===== config.mk =====
export PLATFORM = sky130hd
export DESIGN_NAME = serial_adder
export DESIGN_NICKNAME = d
export VERILOG_FILES = /design/src/rtl/serial_adder.sv
export SDC_FILE = /design/constraint.sdc
export NUM_CORES = 1
export LEC_CHECK = 0
export CAP_MARGIN = 20
export CORE_MARGIN = 1
export CORE_UTILIZATION = 38
export DETAILED_ROUTE_END_ITERATION = 10
export GPL_TIMING_DRIVEN = 0
export PLACE_DENSITY = 0.71
export SLEW_MARGIN = 10
export SYNTH_ARGS = -nofsm -noshare
export SYNTH_HDL_FRONTEND = slang
export SYNTH_SLANG_ARGS = --single-unit

===== constraint.sdc =====
create_clock -name clk -period 4.2 [get_ports clk]
set_input_delay 0.84 -clock clk [delete_from_list [all_inputs] [get_ports clk]]
set_output_delay 0.84 -clock clk [all_outputs]
set_load 0.05 [all_outputs]

===== src/rtl/serial_adder.sv =====
// serial_adder: bit-serial WIDTH-bit adder, one full-adder bit per clock, LSB
// first, with a registered carry between bits. Parallel operands in, parallel
// result out with a one-cycle done pulse.
// Optional feature: define SERIAL_ADDER_SUB_EN to add the sub port (a - b).
module serial_adder #(
    parameter int WIDTH = 8
) (
    input  logic             clk,
    input  logic             rst_n,
    input  logic             start,
    input  logic [WIDTH-1:0] a,
    input  logic [WIDTH-1:0] b,
`ifdef SERIAL_ADDER_SUB_EN
    input  logic             sub,
`endif
    output logic             busy,
    output logic             done,
    output logic [WIDTH-1:0] sum,
    output logic             cout
);

    localparam int CW = (WIDTH > 1) ? $clog2(WIDTH) : 1;
    localparam logic [CW-1:0] LAST_BIT = CW'(WIDTH - 1);

    typedef enum logic [1:0] {
        IDLE = 2'd0,
        RUN  = 2'd1,
        DONE = 2'd2
    } state_t;

    state_t           state_q;
    logic [WIDTH-1:0] sa_q;
    logic [WIDTH-1:0] sb_q;
    logic [WIDTH-1:0] r_q;
    logic [WIDTH-1:0] sum_q;
    logic [CW-1:0]    cnt_q;
    logic             c_q;
    logic             cout_q;
    logic             busy_q;
    logic             done_q;

    logic             s_d;
    logic             c_d;
    logic [WIDTH-1:0] r_d;
    logic [WIDTH-1:0] sb_load;
    logic             c_load;

    // Full adder built from two chained half adders plus an OR for the carry.
    // Returns {carry, sum}.
    function automatic logic [1:0] full_add(input logic x, input logic y, input logic ci);
        logic h1_s, h1_c, h2_s, h2_c;
        h1_s = x ^ y;
        h1_c = x & y;
        h2_s = h1_s ^ ci;
        h2_c = h1_s & ci;
        return {h1_c | h2_c, h2_s};
    endfunction

    // One-bit datapath: current LSBs plus carry, and the result register shifted
    // right with the new sum bit entering at the MSB.
    always_comb begin
        {c_d, s_d} = full_add(sa_q[0], sb_q[0], c_q);
        r_d        = {s_d, r_q[WIDTH-1:1]};
    end

    // Operand B and initial carry as loaded on acceptance; subtraction is
    // a + ~b + 1, so it only changes what gets loaded, never the datapath.
    always_comb begin
        sb_load = b;
        c_load  = 1'b0;
`ifdef SERIAL_ADDER_SUB_EN
        if (sub) begin
            sb_load = ~b;
            c_load  = 1'b1;
        end
`endif
    end

    // Control FSM with registered outputs; sum/cout only update on DONE entry.
    always_ff @(posedge clk or negedge rst_n) begin
        if (!rst_n) begin
            state_q <= IDLE;
            sa_q    <= '0;
            sb_q    <= '0;
            r_q     <= '0;
            sum_q   <= '0;
            cnt_q   <= '0;
            c_q     <= 1'b0;
            cout_q  <= 1'b0;
            busy_q  <= 1'b0;
            done_q  <= 1'b0;
        end else begin
            case (state_q)
                IDLE: begin
                    done_q <= 1'b0;
                    if (start) begin
                        sa_q    <= a;
                        sb_q    <= sb_load;
                        c_q     <= c_load;
                        cnt_q   <= '0;
                        busy_q  <= 1'b1;
                        state_q <= RUN;
                    end
                end
                RUN: begin
                    sa_q  <= sa_q >> 1;
                    sb_q  <= sb_q >> 1;
                    c_q   <= c_d;
                    r_q   <= r_d;
                    if (cnt_q == LAST_BIT) begin
                        // Counter parks at zero so it never exceeds WIDTH-1.
                        cnt_q   <= '0;
                        sum_q   <= r_d;
                        cout_q  <= c_d;
                        busy_q  <= 1'b0;
                        done_q  <= 1'b1;
                        state_q <= DONE;
                    end else begin
                        cnt_q <= cnt_q + 1'b1;
                    end
                end
                DONE: begin
                    done_q  <= 1'b0;
                    state_q <= IDLE;
                end
                default: begin
                    busy_q  <= 1'b0;
                    done_q  <= 1'b0;
                    state_q <= IDLE;
                end
            endcase
        end
    end

    assign busy = busy_q;
    assign done = done_q;
    assign sum  = sum_q;
    assign cout = cout_q;

endmodule


==> results.py <==
metrics = {
    "placement": {
        "dpl.cell_count": 235,
        "pre_cts_slack_ns": 2.21,
        "gp_congestion": 0.819,
        "port-buffer-count": 28,
        "dpl_cell_area_sq_um": 2120,
        "hpwl_mm": 2.40,
    },
    "sta": {
        "max_freq_mhz": 433,
        "slew_headroom_pct": 66.9,
        "rsz0062_at_grt": "no",
        "fin_setup_tns_ns": 0,
        "slew_viol_final": 0,
        "hold_slack_ns": 0.473,
        "setup-violations-final": 0,
        "tightest_slew_ns": 0.495,
        "finalWorstSetupSlack_ns": 1.89,
        "fin_crit_ns": 2.31,
        "skew_ns": 0.00437,
        "hold_violations": 0,
        "post-route-period-util_pct": 55.0,
    },
    "setup_path": {
        "r2r_end": "sum[2]$_DFFE_PN0P_",
        "worstSetupStartpoint": "busy$_DFFE_PN0P_",
        "rrSetupSlack_ns": 2.68,
        "path_cells": "clkdlybuf4s50_1",
        "crit_slowest_cell": "clkdlybuf4s50_1",
        "path_buf_inv": 1,
        "path_max_fanout": 3,
        "crit_required_ns": 3.36,
        "worst_r2r_path_depth": 4,
        "r2r_start": "cnt_q[0]$_DFFE_PN0P_",
        "crit_family": "buffers and inverters",
        "worstSetupStartpointType": "flip-flop",
        "worst_ep_arrival_time_ns": 1.47,
        "worstSetupPathType": "reg2out",
        "cp-end-kind": "primary output",
        "slowest_delay_ns": 0.81,
    },
    "clocking": {
        "insertion_delay_ns": 0.29,
        "cts-htree-levels": 2,
        "cts.clk_slew.worst_paths_ns": 0.07,
        "postCtsResizedCells": 0,
        "cts_setup_buffers": 0,
        "cts_tree": "done",
        "clock_path_buffers": 2,
        "cts.sinks": 40,
        "cts_buffers": 5,
        "ctsHoldBuffers": 0,
        "cts_root_buffer": "clkbuf_8",
    },
    "global_routing": {
        "grt_max_degree": 25,
        "overflow": 0,
        "grt_pass1_vias": 1237,
        "antenna_found_initial": 0,
        "track_usage_pct": 15.2,
        "grt_pass1_wl_mm": 5.86,
    },
    "synth": {
        "yosysWarningCount": 0,
        "synth_seq_cells": 40,
        "synth_cells": 154,
        "avgSynthCellArea_sq_um": 11.4,
        "synth_cell_types": 25,
        "synth_area_sq_um": 1750,
        "seq_area_frac_synth_pct": 57.1,
        "syn-num-nets": 176,
    },
    "final_layout": {
        "layout_commonest_cell": "dfrtp_1",
        "drive_gt1_share_pct": 16.8,
        "fin_cells": 243,
        "final_area_sq_um": 2230,
        "post-route-util_pct": 50.8,
        "layout_common_cells": "dfrtp_1 (40), clkdlybuf4s50_1 (27), nand2_1 (26)",
        "antenna_cells": 0,
        "fin_nets": 212,
        "syn2layout_area_growth_pct": 27.1,
    },
    "route": {
        "wirelength_met1_mm": 1.75,
        "wl_per_cell_um": 14.1,
        "top_layer_used": "met4",
        "vias": 1273,
        "drc": 0,
        "wl_met3_um": 150,
        "dr.first_iter.drc_count": 86,
        "ant_nets": 0,
        "wl_mm": 3.44,
        "first_pass_iters": 4,
        "vias_per_cell": 5.24,
        "wl_met2_mm": 1.52,
    },
    "floorplanning": {
        "chipHeight_um": 69.9,
        "die_w_um": 69.9,
        "pin_count": 30,
        "design.core.area_sq_um": 4380,
        "dieArea_sq_um": 4890,
        "fp-row-count": 24,
        "start_util_pct": 40.0,
    },
    "power": {
        "static-leakage-power_nw": 1.01,
        "p_per_area_nw_per_um2": 801,
        "power.total_mw": 1.78,
        "irDropWorstVdd_v": 0.000287,
    },
    "run": {
        "drv_cap": 0,
    },
    "outcome": {
        "status": "finished clean",
    },
    "hold_path": {
        "min_path_type": "in2async",
    },
}
## per-layer routing
metal | vias to the layer above | GRT usage, %
met1 | 611 | 22.8
met5 | - | 0
met4 | 0 | 4.22
met2 | 33 | 21.6
met3 | 4 | 4.33
li1 | 625 | -
## kinds of logic after synthesis
logic type / after synthesis / synth area share (%)
AOI/OAI and AO/OA: 48 / 17.2
adders and majority gates: 3 / 2.57
buffers and inverters: 13 / 4.21
DFF: 40 / 57.1
muxes: 9 / 7.71
and+or+nand+nor: 41 / 11.1
## worst max path at each step
stage | depth (start not counted) | slack, ns | to
detailed placement | 1 | 2.21 | busy
CTS | 1 | 1.88 | busy
finish | 1 | 1.89 | busy
global placement | 1 | 1.34 | sa_q[5]$_DFFE_PN0P_
global route | 1 | 1.84 | cout
floorplan | 5 | 2.66 | sa_q[0]$_DFFE_PN0P_
## Yosys cell counts
master	instances	share of area (%)
and2b_4	1	0.57
inv_1	3	0.64
nand2_4	1	0.64
buf_6	1	0.64
nand2b_1	3	1.1
clkbuf_1	1	0.21
mux2_4	9	7.7
o221a_2	2	1.3
a22o_1	3	1.5
o31ai_1	1	0.43
buf_2	5	1.4
o22ai_1	23	8.2
fa_1	1	1.1
dfrtp_1	40	57
nand3b_1	2	0.86
o21ai_0	5	1.4
a21oi_1	12	3.4
nor2_1	6	1.3
nor2b_1	1	0.36
o21bai_1	1	0.43
nand2_1	26	5.6
nand2b_4	1	0.79
buf_4	3	1.3
a2bb2oi_1	1	0.50
ha_1	2	1.4
## layout make-up
cell class                 instances  area (sq um)
multi-input combinational        101           677
inverter                           3          11.3
clock inverter                     2          35.0
sequential                        40          1000
fill                             400          2160
timing repair buffer              29           303
tap                               52          65.1
clock buffer                       6          72.6
buffer                            10          62.6
## report_power, final
part | switching [mW] | total [mW] | internal, mW
registers | 0.119 | 0.683 | 0.564
clock network | 0.128 | 0.305 | 0.176
logic | 0.441 | 0.796 | 0.356
## registers in the layout, indices dropped and copies added, names as in the netlist
| name | cells |
|---|---|
| sum | 8 |
| state_q | 2 |
| done | 1 |
| busy | 1 |
| cnt_q | 3 |
| cout | 1 |
| sb_q | 8 |
| sa_q | 8 |
| r_q | 7 |
| c_q | 1 |
Note: power is estimated with default switching activity, not from simulation.
